--- src/rtl/csi_div_sched.sv ---
// Purpose: shares one complex divider between the channel-estimate (port 0) and pilot-tracking (port 1) requesters.
// Latency: accepted request -> div_strobe next cycle; div_out_strobe -> res_valid next cycle.
// Backpressure: ready is withheld while MAX_INFLIGHT operations are outstanding; the result side has no backpressure.
module csi_div_sched #(
  parameter int MAX_INFLIGHT = 8,
  parameter int CNT_W        = 4
) (
  input  logic              clock,
  input  logic              reset,
  input  logic              enable,

  input  logic [15:0]       req0_a_i,
  input  logic [15:0]       req0_a_q,
  input  logic [15:0]       req0_b_i,
  input  logic [15:0]       req0_b_q,
  input  logic              req0_valid,
  output logic              req0_ready,

  input  logic [15:0]       req1_a_i,
  input  logic [15:0]       req1_a_q,
  input  logic [15:0]       req1_b_i,
  input  logic [15:0]       req1_b_q,
  input  logic              req1_valid,
  output logic              req1_ready,

  output logic [15:0]       div_a_i,
  output logic [15:0]       div_a_q,
  output logic [15:0]       div_b_i,
  output logic [15:0]       div_b_q,
  output logic              div_strobe,
  input  logic [31:0]       div_p_i,
  input  logic [31:0]       div_p_q,
  input  logic              div_out_strobe,

  output logic [31:0]       res_p_i,
  output logic [31:0]       res_p_q,
  output logic              res_src,
  output logic              res_div0,
  output logic              res_valid,

  output logic [CNT_W-1:0]  inflight,
  output logic              err_orphan,
  output logic              err_overflow
);

  // Pointers wrap naturally because the depth is a power of two.
  localparam int PTR_W = (MAX_INFLIGHT > 1) ? $clog2(MAX_INFLIGHT) : 1;
  localparam logic [CNT_W-1:0] MAX_CNT = CNT_W'(MAX_INFLIGHT);

  // Round-robin pointer: 0 favours port 0 when both request, 1 favours port 1.
  logic              rr_ptr;
  logic              grant0;
  logic              grant1;
  logic              credit_ok;
  logic              xfer0;
  logic              xfer1;
  logic              push;
  logic              pop;
  logic              orphan;
  logic              fifo_empty;

  // Operands of the request being accepted this cycle.
  logic [15:0]       sel_a_i;
  logic [15:0]       sel_a_q;
  logic [15:0]       sel_b_i;
  logic [15:0]       sel_b_q;
  logic              sel_div0;

  // In-order tag store: bit 1 = source port, bit 0 = zero divisor.
  logic [1:0]        tag_mem [MAX_INFLIGHT];
  logic [PTR_W-1:0]  wr_ptr;
  logic [PTR_W-1:0]  rd_ptr;
  logic [1:0]        head_tag;

  // Credit check uses only the registered count, so a pop frees a slot one cycle later.
  assign credit_ok  = (inflight < MAX_CNT);
  assign fifo_empty = (inflight == '0);

  // Combinational round-robin grant between the two requesters.
  always_comb begin
    grant0 = 1'b0;
    grant1 = 1'b0;
    if (req0_valid && req1_valid) begin
      grant0 = ~rr_ptr;
      grant1 = rr_ptr;
    end else begin
      grant0 = req0_valid;
      grant1 = req1_valid;
    end
  end

  // Reset gates ready directly so nothing is accepted while state is being cleared.
  assign req0_ready = ~reset & enable & credit_ok & grant0;
  assign req1_ready = ~reset & enable & credit_ok & grant1;

  assign xfer0 = req0_valid & req0_ready;
  assign xfer1 = req1_valid & req1_ready;
  assign push  = xfer0 | xfer1;

  // A returning quotient only retires if a tag is waiting for it.
  assign pop    = div_out_strobe & ~fifo_empty;
  assign orphan = div_out_strobe &  fifo_empty;

  assign head_tag = tag_mem[rd_ptr];

  // Select the operands of whichever port transfers this cycle.
  always_comb begin
    sel_a_i = req0_a_i;
    sel_a_q = req0_a_q;
    sel_b_i = req0_b_i;
    sel_b_q = req0_b_q;
    if (xfer1) begin
      sel_a_i = req1_a_i;
      sel_a_q = req1_a_q;
      sel_b_i = req1_b_i;
      sel_b_q = req1_b_q;
    end
    sel_div0 = (sel_b_i == 16'd0) && (sel_b_q == 16'd0);
  end

  // Flip the round-robin pointer away from the port just served.
  always_ff @(posedge clock) begin
    if (reset) begin
      rr_ptr <= 1'b0;
    end else if (push) begin
      rr_ptr <= xfer0;
    end
  end

  // Register operands toward the divider; strobe for exactly one cycle per accepted request.
  always_ff @(posedge clock) begin
    if (reset) begin
      div_a_i    <= '0;
      div_a_q    <= '0;
      div_b_i    <= '0;
      div_b_q    <= '0;
      div_strobe <= 1'b0;
    end else begin
      div_strobe <= push;
      if (push) begin
        div_a_i <= sel_a_i;
        div_a_q <= sel_a_q;
        div_b_i <= sel_b_i;
        div_b_q <= sel_b_q;
      end
    end
  end

  // Tag storage; contents need no reset because the count gates every read.
  always_ff @(posedge clock) begin
    if (push) begin
      tag_mem[wr_ptr] <= {xfer1, sel_div0};
    end
  end

  // Tag FIFO pointers and the outstanding-operation count.
  always_ff @(posedge clock) begin
    if (reset) begin
      wr_ptr   <= '0;
      rd_ptr   <= '0;
      inflight <= '0;
    end else begin
      if (push) begin
        wr_ptr <= wr_ptr + 1'b1;
      end
      if (pop) begin
        rd_ptr <= rd_ptr + 1'b1;
      end
      case ({push, pop})
        2'b10:   inflight <= inflight + 1'b1;
        2'b01:   inflight <= inflight - 1'b1;
        default: inflight <= inflight;
      endcase
    end
  end

  // Sticky error flags, cleared only by reset.
  always_ff @(posedge clock) begin
    if (reset) begin
      err_orphan   <= 1'b0;
      err_overflow <= 1'b0;
    end else begin
      if (orphan) begin
        err_orphan <= 1'b1;
      end
      if (push && (inflight == MAX_CNT)) begin
        err_overflow <= 1'b1;
      end
    end
  end

  // Route the returning quotient with the tag of the oldest outstanding operation.
  always_ff @(posedge clock) begin
    if (reset) begin
      res_p_i   <= '0;
      res_p_q   <= '0;
      res_src   <= 1'b0;
      res_div0  <= 1'b0;
      res_valid <= 1'b0;
    end else begin
      res_valid <= pop;
      if (pop) begin
        res_p_i  <= div_p_i;
        res_p_q  <= div_p_q;
        res_src  <= head_tag[1];
        res_div0 <= head_tag[0];
      end
    end
  end

endmodule

--- config.mk ---
export PLATFORM = sky130hd
export DESIGN_NAME = csi_div_sched
export DESIGN_NICKNAME = d
export VERILOG_FILES = /design/src/rtl/csi_div_sched.sv
export SDC_FILE = /design/constraint.sdc
export NUM_CORES = 1
export LEC_CHECK = 0
export ABC_CLOCK_PERIOD_IN_PS = 2220
export BUFFER_PORTS_ARGS = -buffer_cell sky130_fd_sc_hd__buf_4
export CAP_MARGIN = 40
export CORE_ASPECT_RATIO = 1.5
export CORE_MARGIN = 2
export CORE_UTILIZATION = 30
export CTS_CLUSTER_DIAMETER = 150
export DETAILED_ROUTE_END_ITERATION = 8
export PLACE_DENSITY = 0.64
export SETUP_SLACK_MARGIN = 0.02
export SLEW_MARGIN = 20
export SYNTH_ARGS = -nofsm -noshare
export SYNTH_HDL_FRONTEND = slang
export SYNTH_SLANG_ARGS = --single-unit
--- constraint.sdc ---
create_clock -name clock -period 2.22 [get_ports clock]
set_input_delay 0.333 -clock clock [delete_from_list [all_inputs] [get_ports clock]]
set_output_delay 0.333 -clock clock [all_outputs]
set_load 0.03 [all_outputs]
==> results of run 1 <==
metal layers:
metal / routed length (um) / GRT usage (%) / part of all wire (%)
met3: 1430 / 5.43 / 6.8
met2: 11000 / 31.4 / 52
met5: 0 / 0 / 0
met4: 346 / 5.75 / 1.6
met1: 8420 / 19.9 / 40
power by group through the flow:
stage / logic (uW) / clock network [uW] / registers, uW
after floorplan: 1450 / 0 / 4640
after detailed placement: 3750 / 0 / 3760
after CTS: 3780 / 2900 / 3710
after global routing: 4050 / 3020 / 3760
after global placement: 3700 / 0 / 3750
final: 3760 / 2790 / 3690
area by class of cell:
cell class / count / area, um^2
repair buffers: 366 / 2870
clock inverters: 15 / 131
well taps: 272 / 340
multi-input cells: 483 / 2910
fillers: 2129 / 11400
clock buffers: 17 / 425
flip-flops and latches: 161 / 3390
inverters: 4 / 16.3
sequential cells by signal, indices dropped and copies added (netlist names), 3 cells and up:
name	count
inflight	4
rd_ptr	3
res_p_q	32
div_b_q	16
div_a_i	16
div_b_i	16
tag_mem	16
res_p_i	32
div_a_q	16
wr_ptr	3
cell families (layout without fill, tap and decap cells):
group	count (synthesis)	after routing
AOI/OAI and AO/OA	143	143
xor gates and xnor gates	7	7
adders and majority gates	5	5
buffers and inverters	58	402
DFF	161	161
muxes	67	67
and+or+nand+nor	261	261
worst reg2reg max path: stages, from the launching register on:
cell and delay [ns]:
sky130_fd_sc_hd__dfxtp_4 0.35, sky130_fd_sc_hd__nor3b_4 0.26, sky130_fd_sc_hd__o21a_1 0.21, sky130_fd_sc_hd__clkinv_2 0.10
sky130_fd_sc_hd__ha_4 0.17, sky130_fd_sc_hd__xor2_2 0.14, sky130_fd_sc_hd__ha_2 0.18, sky130_fd_sc_hd__a21oi_2 0.11
sky130_fd_sc_hd__xor2_1 0.08, sky130_fd_sc_hd__or3_1 0.30, sky130_fd_sc_hd__a21oi_1 0.14
cell usage after synthesis, drive strengths merged, types with 2 or more instances:
| library cell | instances | share of area (%) |
|---|---|---|
| buf | 16 | 2.2 |
| o22ai | 2 | 0.19 |
| xor2 | 5 | 0.67 |
| nand4 | 4 | 0.38 |
| ha | 5 | 0.96 |
| a21oi | 70 | 5.4 |
| dfxtp | 145 | 45 |
| o21ai | 3 | 0.23 |
| nor2 | 79 | 4.5 |
| edfxtp | 16 | 7.4 |
| nor2b | 2 | 0.19 |
| or3 | 2 | 0.19 |
| inv | 3 | 0.17 |
| nor4 | 18 | 1.7 |
| xnor2 | 2 | 0.27 |
| nand3 | 2 | 0.15 |
| nor3 | 6 | 0.46 |
| mux4 | 4 | 1.4 |
| a211oi | 62 | 7.1 |
| mux2i | 63 | 9.7 |
| clkbuf | 38 | 2.2 |
| nand2 | 138 | 7.9 |
| a222oi | 2 | 0.31 |
| nand2b | 5 | 0.48 |
through the flow:
step | setup slack, ns | TNS, ns | hold slack (ns) | std cells
finish | 0.0959 | 0 | 0.162 | 1318
global placement | -0.0237 | -0.188 | 0.442 | 1279
floorplan | 0.0106 | 0 | 0.469 | 702
CTS | 0.0277 | 0 | 0.132 | 1315
global route | -0.00869 | -0.0112 | 0.139 | 1318
detailed placement | -0.137 | -1.16 | 0.447 | 1280
final timing paths:
path	to	cells past startpoint	slack [ns]
max	inflight[2]$_SDFFE_PP0P_	10	0.1
min	res_p_i[30]$_SDFFE_PP0P_	3	0.16
max reg2reg	inflight[2]$_SDFFE_PP0P_	10	0.1
min reg2reg	res_p_i[20]$_SDFFE_PP0P_	2	0.45
repair_timing:
action	in CTS	in global routing
pin swaps	1	5
setup endpoints to repair	2	3
gates cloned	2	1
resized for setup	2	2
buffers inserted	1	1
==> metrics.txt, run 1 <==
# TYPE chip_impl_metric gauge
chip_impl_metric{name="yosys_register_bits",unit=""} 161
chip_impl_info{name="mostFrequentLayoutCell",value="sky130_fd_sc_hd__buf_4"} 1
chip_impl_metric{name="num_antenna_cells",unit=""} 0
chip_impl_metric{name="grt_max_degree",unit=""} 67
chip_impl_info{name="setup.worst_path.class",value="flop to flop"} 1
chip_impl_metric{name="synthAdderAreaFrac",unit="%"} 0.960
chip_impl_info{name="outcome",value="complete, no violations"} 1
chip_impl_metric{name="setup_viol",unit=""} 0
chip_impl_metric{name="placeableCoreArea",unit="mm^2"} 0.0215
chip_impl_info{name="worstSetupStartpoint",value="inflight[3]$_SDFFE_PP0P_"} 1
chip_impl_metric{name="fraction_of_final_layout_cells_sized_beyond_drive_strength_1",unit="%"} 39.8
chip_impl_metric{name="timing.final.hold_violations",unit=""} 0
chip_impl_metric{name="detailed_placer_s_ending_hpwl",unit="um"} 15000
chip_impl_metric{name="drtIter0Drc",unit=""} 211
chip_impl_metric{name="postCtsHoldBufs",unit=""} 0
chip_impl_metric{name="utilization",unit="%"} 47.0
chip_impl_metric{name="switching_share",unit="%"} 36.9
chip_impl_metric{name="syn_area_per_cell",unit="um^2"} 9.28
chip_impl_metric{name="clock_tree.htree_level_count",unit=""} 4
chip_impl_metric{name="synth_compound_area_share",unit="%"} 13.7
chip_impl_metric{name="cell_internal_pwr",unit="uW"} 6460
chip_impl_info{name="rsz0062_at_grt",value="true"} 1
chip_impl_metric{name="synth_cell_type_count",unit=""} 40
chip_impl_info{name="setup.worst_path.start_class",value="flop"} 1
chip_impl_metric{name="final.setup_skew",unit="ns"} 0.00904
chip_impl_metric{name="final_max_slew_viol_count",unit=""} 0
chip_impl_info{name="r2r-start",value="inflight[3]$_SDFFE_PP0P_"} 1
chip_impl_metric{name="insertion_delay",unit="ns"} 0.42
chip_impl_metric{name="layout_min_cycle_time",unit="ns"} 2.12
chip_impl_metric{name="initial_core_util",unit="%"} 30.4
chip_impl_info{name="synth_top_family_by_area",value="simple AND/OR/NAND/NOR gates"} 1
chip_impl_metric{name="worstPathArrival",unit="ns"} 2.47
chip_impl_metric{name="place.port_buffers",unit=""} 337
chip_impl_metric{name="synth_xor_area_share",unit="%"} 0.941
chip_impl_metric{name="design_area",unit="mm^2"} 0.0101
chip_impl_metric{name="peakVddDrop",unit="uV"} 528
chip_impl_metric{name="yosysSeqAreaShare",unit="%"} 51.9
chip_impl_info{name="postSynth.topFlopCell",value="sky130_fd_sc_hd__dfxtp_1"} 1
chip_impl_metric{name="total_detailed_routing_wirelength",unit="um"} 21200
chip_impl_metric{name="floorplan.die.height",unit="um"} 185
chip_impl_metric{name="num_rows",unit=""} 66
chip_impl_metric{name="synth_simple_gate_area_share",unit="%"} 16.8
chip_impl_metric{name="seqPwrFrac",unit="%"} 36.0
chip_impl_metric{name="crit_path_max_incr_delay",unit="ns"} 0.35
chip_impl_metric{name="wp_data_required",unit="ns"} 2.56
chip_impl_info{name="layout.cells.most_common_list",value="357 x sky130_fd_sc_hd__buf_4, 141 x sky130_fd_sc_hd__dfxtp_1, 138 x sky130_fd_sc_hd__nand2_1"} 1
chip_impl_info{name="hold_start",value="div_p_i[30]"} 1
chip_impl_metric{name="cts.sink_count",unit=""} 161
chip_impl_metric{name="part_of_the_power_in_combinational_logic",unit="%"} 36.7
chip_impl_metric{name="crit_path_max_fanout",unit=""} 3
chip_impl_metric{name="post-layout-total-power",unit="uW"} 10200
chip_impl_metric{name="pwr-share-clk",unit="%"} 27.3
chip_impl_metric{name="slew-limit-headroom",unit="%"} 53.8
chip_impl_info{name="kind_of_capture_point_of_the_worst_setup_path",value="flop"} 1
chip_impl_metric{name="synth-warning-count",unit=""} 0
chip_impl_metric{name="dieWidth",unit="um"} 124
chip_impl_metric{name="place_area",unit="mm^2"} 0.00940
chip_impl_info{name="critical_path.cell_chain",value="nor3b_4, o21a_1, clkinv_2, ha_4, xor2_2, ha_2, a21oi_2, xor2_1, or3_1, a21oi_1"} 1
chip_impl_metric{name="max_cap_violations",unit=""} 0
chip_impl_metric{name="grt_antenna_before_repair",unit=""} 0
chip_impl_metric{name="synthesis.nets",unit=""} 905
chip_impl_metric{name="final_min_period_over_clock_period",unit="%"} 95.7
chip_impl_info{name="crit_path_leading_delay_family",value="simple AND/OR/NAND/NOR gates"} 1
chip_impl_metric{name="grt_pass1_wl",unit="um"} 32300
chip_impl_metric{name="area.growth.synth_to_final",unit="%"} 54.9
chip_impl_info{name="timing.hold.worst.class",value="primary input to flop"} 1
chip_impl_metric{name="numCtsBuffers",unit=""} 17
chip_impl_metric{name="maxClockFrequency",unit="GHz"} 0.471
chip_impl_metric{name="drtPass1Iterations",unit=""} 7
chip_impl_metric{name="synth.area.mux_share",unit="%"} 11.1
chip_impl_metric{name="io_pins",unit=""} 338
chip_impl_metric{name="detail_route.wl_per_cell",unit="um"} 16.1
chip_impl_metric{name="power_switching",unit="uW"} 3790
chip_impl_metric{name="finalWeightedCongestion",unit=""} 0.794
chip_impl_metric{name="leakage",unit="uW"} 0.00427
chip_impl_metric{name="post_synth_instance_area",unit="mm^2"} 0.00652
chip_impl_metric{name="cp.buffers_inverters",unit=""} 1
chip_impl_metric{name="total_track_usage",unit="%"} 17.6
chip_impl_info{name="cts_tree",value="done"} 1
chip_impl_metric{name="grt_remaining_overflow",unit=""} 0
chip_impl_metric{name="drc_errors",unit=""} 0
chip_impl_metric{name="tightest_slew",unit="ns"} 0.694
chip_impl_info{name="worst_path_max_delay_cell",value="sky130_fd_sc_hd__dfxtp_4"} 1
chip_impl_metric{name="die_area",unit="mm^2"} 0.0229
chip_impl_metric{name="clock_path_buffers",unit=""} 2
chip_impl_metric{name="dr_total_vias",unit=""} 6312
chip_impl_metric{name="clock_pin_transition_on_the_worst_setup_and_hold_timing_paths",unit="ns"} 0.06
chip_impl_metric{name="vias_in_the_first_global_route",unit=""} 6084
chip_impl_metric{name="post_synthesis_async_set_or_reset_flop_share",unit="%"} 0
chip_impl_metric{name="pd_cells",unit="mW/mm^2"} 1020
chip_impl_metric{name="number_of_routed_nets_with_antenna_violations",unit=""} 0
chip_impl_metric{name="net_total_in_the_final_layout",unit=""} 1236
chip_impl_metric{name="synthesis.instances",unit=""} 702
chip_impl_info{name="clk_root_buffer_cell",value="sky130_fd_sc_hd__clkbuf_16"} 1
chip_impl_metric{name="synth-edff-count",unit=""} 16
chip_impl_metric{name="post_drt_via_cell_ratio",unit=""} 4.79
Note: power is estimated with default switching activity, not from simulation.
==> inputs of run 2 (changes only) <==
- CORE_AREA: not set -> 2 2 132 134
- CORE_ASPECT_RATIO: 1.5 -> not set
- CORE_MARGIN: 2 -> not set
- CORE_UTILIZATION: 30 -> not set
- CTS_BUF_LIST: not set -> sky130_fd_sc_hd__clkbuf_2 sky130_fd_sc_hd__clkbuf_4 sky130_fd_sc_hd__clkbuf_8
- DIE_AREA: not set -> 0 0 134 136
- PLACE_DENSITY: 0.64 -> 0.78
==> run 2 against run 1 <==
  * Global-route usage up 4.5 points
  * Setup slack worse by 0.024 ns
  * Core utilization up 12 points
  * Clock-buffer cell count up 1
  * Via count up 1.3%
  * Combinational power about the same
  * Sequential share of layout area up 0.68 points
  * Highest routed layer unchanged
==> metrics.txt, run 2 (same netlist as run 1, synthesis figures left out) <==
# TYPE chip_impl_metric gauge
chip_impl_info{name="outcome",value="complete, no violations"} 1
chip_impl_metric{name="insertion_delay",unit="ns"} 0.45
chip_impl_info{name="mostFrequentLayoutCell",value="sky130_fd_sc_hd__buf_4"} 1
chip_impl_info{name="layout.cells.most_common_list",value="362 x sky130_fd_sc_hd__buf_4, 141 x sky130_fd_sc_hd__dfxtp_1, 138 x sky130_fd_sc_hd__nand2_1"} 1
chip_impl_metric{name="clock_path_buffers",unit=""} 2
chip_impl_metric{name="tightest_slew",unit="ns"} 0.844
chip_impl_metric{name="dr_total_vias",unit=""} 6392
chip_impl_metric{name="grt_pass1_wl",unit="um"} 31300
chip_impl_info{name="timing.hold.worst.class",value="primary input to flop"} 1
chip_impl_metric{name="final_min_period_over_clock_period",unit="%"} 96.8
chip_impl_metric{name="clock_pin_transition_on_the_worst_setup_and_hold_timing_paths",unit="ns"} 0.09
chip_impl_metric{name="wp_data_required",unit="ns"} 2.59
chip_impl_metric{name="place.port_buffers",unit=""} 337
chip_impl_info{name="setup.worst_path.start_class",value="flop"} 1
chip_impl_metric{name="placeableCoreArea",unit="mm^2"} 0.0169
chip_impl_metric{name="slew-limit-headroom",unit="%"} 43.7
chip_impl_info{name="cts_tree",value="done"} 1
chip_impl_metric{name="die_area",unit="mm^2"} 0.0182
chip_impl_metric{name="fraction_of_final_layout_cells_sized_beyond_drive_strength_1",unit="%"} 40.3
chip_impl_metric{name="num_antenna_cells",unit=""} 0
chip_impl_metric{name="globalRouteMet2Util",unit="%"} 38.7
chip_impl_metric{name="leakage",unit="uW"} 0.00421
chip_impl_metric{name="vias_in_the_first_global_route",unit=""} 6120
chip_impl_metric{name="floorplan.die.height",unit="um"} 136
chip_impl_metric{name="finalWeightedCongestion",unit=""} 0.886
chip_impl_metric{name="grt_max_degree",unit=""} 81
chip_impl_metric{name="total_detailed_routing_wirelength",unit="um"} 21100
chip_impl_metric{name="setup_viol",unit=""} 0
chip_impl_metric{name="nFillCells",unit=""} 1503
chip_impl_metric{name="final_max_slew_viol_count",unit=""} 0
chip_impl_metric{name="globalRouteMet3Util",unit="%"} 9.13
chip_impl_metric{name="final.setup_skew",unit="ns"} 0.0168
chip_impl_metric{name="timing.final.hold_violations",unit=""} 0
chip_impl_metric{name="detail_route.wl_per_cell",unit="um"} 16.6
chip_impl_metric{name="drtIter0Drc",unit=""} 288
chip_impl_metric{name="postCtsHoldBufs",unit=""} 0
chip_impl_metric{name="initial_core_util",unit="%"} 38.6
chip_impl_metric{name="area.growth.synth_to_final",unit="%"} 51.8
chip_impl_metric{name="net_total_in_the_final_layout",unit=""} 1241
chip_impl_metric{name="drtPass1Iterations",unit=""} 4
chip_impl_metric{name="number_of_routed_nets_with_antenna_violations",unit=""} 0
chip_impl_metric{name="cts.sink_count",unit=""} 161
chip_impl_metric{name="pre_cts_slack",unit="ns"} -0.0724
chip_impl_metric{name="groute.layer.met1.usage",unit="%"} 23.6
chip_impl_metric{name="max_cap_violations",unit=""} 0
chip_impl_info{name="setup.worst_path.class",value="flop to flop"} 1
chip_impl_info{name="kind_of_capture_point_of_the_worst_setup_path",value="flop"} 1
chip_impl_metric{name="numCtsBuffers",unit=""} 17
chip_impl_metric{name="dieWidth",unit="um"} 134
chip_impl_metric{name="io_pins",unit=""} 338
chip_impl_metric{name="layout_min_cycle_time",unit="ns"} 2.15
chip_impl_metric{name="clock_tree.htree_level_count",unit=""} 4
chip_impl_metric{name="worstPathArrival",unit="ns"} 2.52
chip_impl_metric{name="post_drt_via_cell_ratio",unit=""} 5.01
chip_impl_metric{name="grt_remaining_overflow",unit=""} 0
chip_impl_metric{name="final_critical_path_setup_slack",unit="ns"} 0.0715
chip_impl_metric{name="pd_cells",unit="mW/mm^2"} 970
chip_impl_metric{name="maxClockFrequency",unit="GHz"} 0.465
chip_impl_metric{name="total_track_usage",unit="%"} 22.0
chip_impl_metric{name="crit_path_max_fanout",unit=""} 5
chip_impl_metric{name="peakVddDrop",unit="uV"} 761
chip_impl_metric{name="post-layout-total-power",unit="uW"} 9600
chip_impl_info{name="rsz0062_at_grt",value="true"} 1
chip_impl_metric{name="setup_tns",unit="ns"} 0
chip_impl_info{name="layout_top_registers",value="res_p_i (32), res_p_q (32)"} 1
chip_impl_metric{name="num_rows",unit=""} 48
chip_impl_metric{name="grt_antenna_before_repair",unit=""} 0
chip_impl_metric{name="utilization",unit="%"} 58.6
chip_impl_info{name="clk_root_buffer_cell",value="sky130_fd_sc_hd__clkbuf_8"} 1
chip_impl_info{name="top_usage_layer",value="met2"} 1
chip_impl_metric{name="detailed_placer_s_ending_hpwl",unit="um"} 15500
chip_impl_metric{name="drc_errors",unit=""} 0
-- run 2: cell count changes in the layout (fill, tap and decap cells not counted), moves of 2 or more --
| cell | before | now |
|---|---|---|
| sky130_fd_sc_hd__clkbuf_8 | 0 | 18 |
| sky130_fd_sc_hd__clkinv_2 | 3 | 1 |
| sky130_fd_sc_hd__clkbuf_16 | 18 | 1 |
| sky130_fd_sc_hd__clkinv_1 | 2 | 0 |
| sky130_fd_sc_hd__clkinv_4 | 2 | 5 |
| sky130_fd_sc_hd__buf_4 | 357 | 362 |
-- run 2: worst max-delay path: stages, from the launching register on --
cell	delay (ns)
sky130_fd_sc_hd__dfxtp_4	0.38
sky130_fd_sc_hd__nor3b_4	0.23
sky130_fd_sc_hd__o21a_1	0.20
sky130_fd_sc_hd__clkinv_2	0.11
sky130_fd_sc_hd__ha_4	0.19
sky130_fd_sc_hd__xor2_1	0.15
sky130_fd_sc_hd__ha_2	0.20
sky130_fd_sc_hd__a21oi_2	0.03
sky130_fd_sc_hd__xor2_1	0.14
sky130_fd_sc_hd__or3_1	0.32
sky130_fd_sc_hd__a21oi_2	0.11
-- run 2: final timing paths --
path                         endpoint                      from  depth (start not counted)  slack (ns)
max          inflight[2]$_SDFFE_PP0P_  inflight[3]$_SDFFE_PP0P_                         10        0.07
min           res_p_q[6]$_SDFFE_PP0P_                div_p_q[6]                          3        0.12
max reg2reg  inflight[2]$_SDFFE_PP0P_  inflight[3]$_SDFFE_PP0P_                         10        0.07
min reg2reg   res_p_i[6]$_SDFFE_PP0P_   res_p_i[6]$_SDFFE_PP0P_                          2        0.46
-- run 2: per-stage QoR --
stage,area [um^2],hold slack [ns],std cells
2_1_floorplan,6590,0.469,702
6_report,9890,0.123,1276
3_5_place_dp,9330,0.447,1232
3_3_place_gp,9300,0.443,1231
5_1_grt,9890,0.0830,1276
4_1_cts,9790,0.0890,1266
-- run 2: cell type report --
cell class	count	area (um^2)	share of cell area, %
Sequential cell	161	3390	34.3
Multi-Input combinational cell	483	2910	29.4
Inverter	4	21.3	0.215
Tap cell	225	282	2.85
Clock buffer	18	248	2.50
Clock inverter	14	149	1.51
Timing Repair Buffer	371	2890	29.2
-- run 2: per-layer routing --
layer	vias up	part of all wire, %
met1	2957	38
met4	0	2.5
met2	263	50
met3	33	9.8
li1	3139	-
met5	-	0
-- run 2: what timing repair did --
item | 4_1_cts | 5_1_grt
gates cloned | 1 | 1
pin swaps | 1 | 3
gates resized for setup | 5 | 5
buffers inserted | 1 | 8
endpoints found under the setup margin | 2 | 3
-- run 2: power breakdown --
| group | switching, uW | internal (uW) | leakage (uW) | total, uW |
|---|---|---|---|---|
| sequential | 307 | 3420 | 0.00134 | 3720 |
| combinational | 2250 | 1490 | 0.00268 | 3730 |
| clock | 1190 | 954 | 0.000196 | 2140 |
| total | 3740 | 5860 | 0.00421 | 9600 |
==> inputs of run 3 (changes only) <==
- GPL_ROUTABILITY_DRIVEN: not set -> 0
- PLACE_DENSITY: 0.78 -> 0.72
==> run 3 against run 2 <==
  * Core utilization shrank 0.70 points
  * Worst hold slack better by 0.011 ns
  * Critical path type is now flop to output pin
  * Register-to-register slack better by 0.08 ns
  * Global-route usage shrank 1.2 points
  * Largest cell class unchanged
  * Wire length decreased by 3.7%
  * Combinational power decreased by 1%
  * Die area stayed put
==> metrics.txt, run 3 (same netlist as run 1, synthesis figures left out) <==
# TYPE chip_impl_metric gauge
chip_impl_metric{name="dr_total_vias",unit=""} 6235
chip_impl_metric{name="number_of_routed_nets_with_antenna_violations",unit=""} 0
chip_impl_info{name="layout.cells.most_common_list",value="354 x sky130_fd_sc_hd__buf_4, 141 x sky130_fd_sc_hd__dfxtp_1, 138 x sky130_fd_sc_hd__nand2_1"} 1
chip_impl_info{name="worst_r2r_endpoint",value="inflight[2]$_SDFFE_PP0P_"} 1
chip_impl_metric{name="clock_tree.htree_level_count",unit=""} 4
chip_impl_info{name="rsz0062_at_grt",value="false"} 1
chip_impl_metric{name="placeableCoreArea",unit="mm^2"} 0.0169
chip_impl_info{name="layout_top_registers",value="res_p_i (32), res_p_q (32)"} 1
chip_impl_metric{name="total_track_usage",unit="%"} 20.8
chip_impl_metric{name="area.growth.synth_to_final",unit="%"} 50.0
chip_impl_metric{name="timing.final.hold_violations",unit=""} 0
chip_impl_info{name="setup.worst_path.class",value="flop to output pin"} 1
chip_impl_metric{name="net_total_in_the_final_layout",unit=""} 1230
chip_impl_metric{name="io_pins",unit=""} 338
chip_impl_info{name="timing.hold.worst.class",value="primary input to flop"} 1
chip_impl_metric{name="vias_in_the_first_global_route",unit=""} 5788
chip_impl_metric{name="grt_pass1_wl",unit="um"} 29800
chip_impl_metric{name="initial_core_util",unit="%"} 38.6
chip_impl_metric{name="place.port_buffers",unit=""} 337
chip_impl_metric{name="peakVddDrop",unit="uV"} 614
chip_impl_metric{name="layout_min_cycle_time",unit="ns"} 2.10
chip_impl_metric{name="maxClockFrequency",unit="GHz"} 0.476
chip_impl_metric{name="pd_cells",unit="mW/mm^2"} 976
chip_impl_metric{name="wp_data_required",unit="ns"} 1.89
chip_impl_metric{name="num_antenna_cells",unit=""} 0
chip_impl_metric{name="post_drt_via_cell_ratio",unit=""} 4.94
chip_impl_metric{name="slew-limit-headroom",unit="%"} 38.5
chip_impl_metric{name="fraction_of_final_layout_cells_sized_beyond_drive_strength_1",unit="%"} 39.3
chip_impl_metric{name="detail_route.wl_per_cell",unit="um"} 16.1
chip_impl_metric{name="setup_viol",unit=""} 0
chip_impl_metric{name="max_cap_violations",unit=""} 0
chip_impl_metric{name="drtIter0Drc",unit=""} 231
chip_impl_metric{name="multi_input_area",unit="mm^2"} 0.00290
chip_impl_metric{name="die_area",unit="mm^2"} 0.0182
chip_impl_metric{name="grt_antenna_before_repair",unit=""} 0
chip_impl_info{name="mostFrequentLayoutCell",value="sky130_fd_sc_hd__buf_4"} 1
chip_impl_info{name="outcome",value="complete, no violations"} 1
chip_impl_metric{name="crit_path_max_fanout",unit=""} 10
chip_impl_metric{name="grt_max_degree",unit=""} 94
chip_impl_info{name="r2r-start",value="inflight[3]$_SDFFE_PP0P_"} 1
chip_impl_metric{name="postCtsHoldBufs",unit=""} 0
chip_impl_metric{name="final-seq-area",unit="mm^2"} 0.00339
chip_impl_metric{name="setup_tns",unit="ns"} 0
chip_impl_metric{name="clock_path_buffers",unit=""} 2
chip_impl_metric{name="detailed_placer_s_ending_hpwl",unit="um"} 14300
chip_impl_info{name="setup.worst_path.start_class",value="flop"} 1
chip_impl_metric{name="tightest_slew",unit="ns"} 0.914
chip_impl_metric{name="drtPass1Iterations",unit=""} 4
chip_impl_info{name="cts_tree",value="done"} 1
chip_impl_metric{name="cts.sink_count",unit=""} 161
chip_impl_metric{name="worstPathArrival",unit="ns"} 1.77
chip_impl_metric{name="whs_path_depth",unit=""} 3
chip_impl_metric{name="reg2regPathDepth",unit=""} 10
chip_impl_metric{name="dieWidth",unit="um"} 134
chip_impl_info{name="kind_of_capture_point_of_the_worst_setup_path",value="output pin"} 1
chip_impl_metric{name="total_detailed_routing_wirelength",unit="um"} 20400
chip_impl_metric{name="leakage",unit="uW"} 0.00415
chip_impl_metric{name="numCtsBuffers",unit=""} 17
chip_impl_info{name="hold_start",value="div_p_q[23]"} 1
chip_impl_metric{name="num_rows",unit=""} 48
chip_impl_metric{name="clock_pin_transition_on_the_worst_setup_and_hold_timing_paths",unit="ns"} 0.09
chip_impl_info{name="min_delay_worst_endpoint",value="res_p_q[23]$_SDFFE_PP0P_"} 1
chip_impl_info{name="clk_root_buffer_cell",value="sky130_fd_sc_hd__clkbuf_8"} 1
chip_impl_metric{name="post-layout-total-power",unit="uW"} 9540
chip_impl_metric{name="floorplan.die.height",unit="um"} 136
chip_impl_metric{name="final.setup_skew",unit="ns"} 0.0135
chip_impl_metric{name="final_max_slew_viol_count",unit=""} 0
chip_impl_metric{name="nFillCells",unit=""} 1510
chip_impl_metric{name="drc_errors",unit=""} 0
chip_impl_metric{name="reg2reg_setup_slack",unit="ns"} 0.15
chip_impl_metric{name="insertion_delay",unit="ns"} 0.44
chip_impl_metric{name="final_min_period_over_clock_period",unit="%"} 94.7
chip_impl_metric{name="grt_remaining_overflow",unit=""} 0
-- run 3: cell types whose count changed in the layout (fill, tap and decap cells not counted), sizes merged --
cell    change
bufbuf      -1
buf        -11
clkinv      -1
inv         -4
bufinv      +2
clkbuf      +1
-- run 3: worst max path at each step --
stage | start | end | slack, ns | cells after the start
2_1_floorplan | inflight[2]$_SDFFE_PP0P_ | inflight[2]$_SDFFE_PP0P_ | 0.01 | 11
3_3_place_gp | req0_b_q[5] | tag_mem[0][0]$_DFFE_PP_ | 0.06 | 5
3_5_place_dp | req0_b_q[5] | tag_mem[4][0]$_DFFE_PP_ | 0.04 | 5
4_1_cts | inflight[3]$_SDFFE_PP0P_ | req0_ready | 0.06 | 5
5_1_grt | inflight[3]$_SDFFE_PP0P_ | inflight[2]$_SDFFE_PP0P_ | 0.02 | 10
6_report | inflight[3]$_SDFFE_PP0P_ | req0_ready | 0.12 | 5
-- run 3: power breakdown --
| group | switching (uW) | internal [uW] | total (uW) |
|---|---|---|---|
| combinational | 2240 | 1450 | 3690 |
| sequential | 284 | 3420 | 3700 |
| clock | 1050 | 1100 | 2150 |
| total | 3580 | 5970 | 9540 |
-- run 3: through the flow --
stage / util, % / setup WS (ns) / hold slack [ns] / instances / instance area, um^2
final: 57.9 / 0.118 / 0.133 / 1262 / 9770
after global routing: 57.9 / 0.0203 / 0.103 / 1262 / 9770
after CTS: 57.3 / 0.0584 / 0.0943 / 1257 / 9680
after detailed placement: 55.0 / 0.0370 / 0.447 / 1228 / 9280
after global placement: 55.0 / 0.0600 / 0.443 / 1228 / 9280
after floorplan: - / 0.0106 / 0.469 / 702 / 6590
-- run 3: critical path, stage by stage (launching register included) --
cell and delay (ns):
sky130_fd_sc_hd__dfxtp_4 0.38, sky130_fd_sc_hd__nor3b_2 0.20, sky130_fd_sc_hd__buf_4 0.17, sky130_fd_sc_hd__and3_4 0.25, sky130_fd_sc_hd__buf_12 0.16, sky130_fd_sc_hd__buf_4 0.17
-- run 3: cell type report --
class	instances	share of cell area [%]
Clock buffer	18	2.47
Clock inverter	11	1.46
Inverter	4	0.166
Multi-Input combinational cell	483	29.7
Sequential cell	161	34.7
Tap cell	225	2.88
Timing Repair Buffer	360	28.6
-- run 3: routing by layer --
layer | track usage, % | vias up | wire length (um) | share of wire (%)
met1 | 24.4 | 2847 | 8060 | 40
met5 | 0 | - | 0 | 0
li1 | - | 3106 | - | -
met2 | 34.4 | 252 | 9840 | 48
met3 | 7.79 | 30 | 1970 | 9.7
met4 | 8.75 | 0 | 489 | 2.4
-- run 3: repair_timing --
item                                    CTS  global route
hold endpoints to repair                  0             0
endpoints found under the setup margin    1             3
pin swaps                                 0             2
gates resized for setup                   3             1
gates cloned                              0             3
setup buffers                             0             2
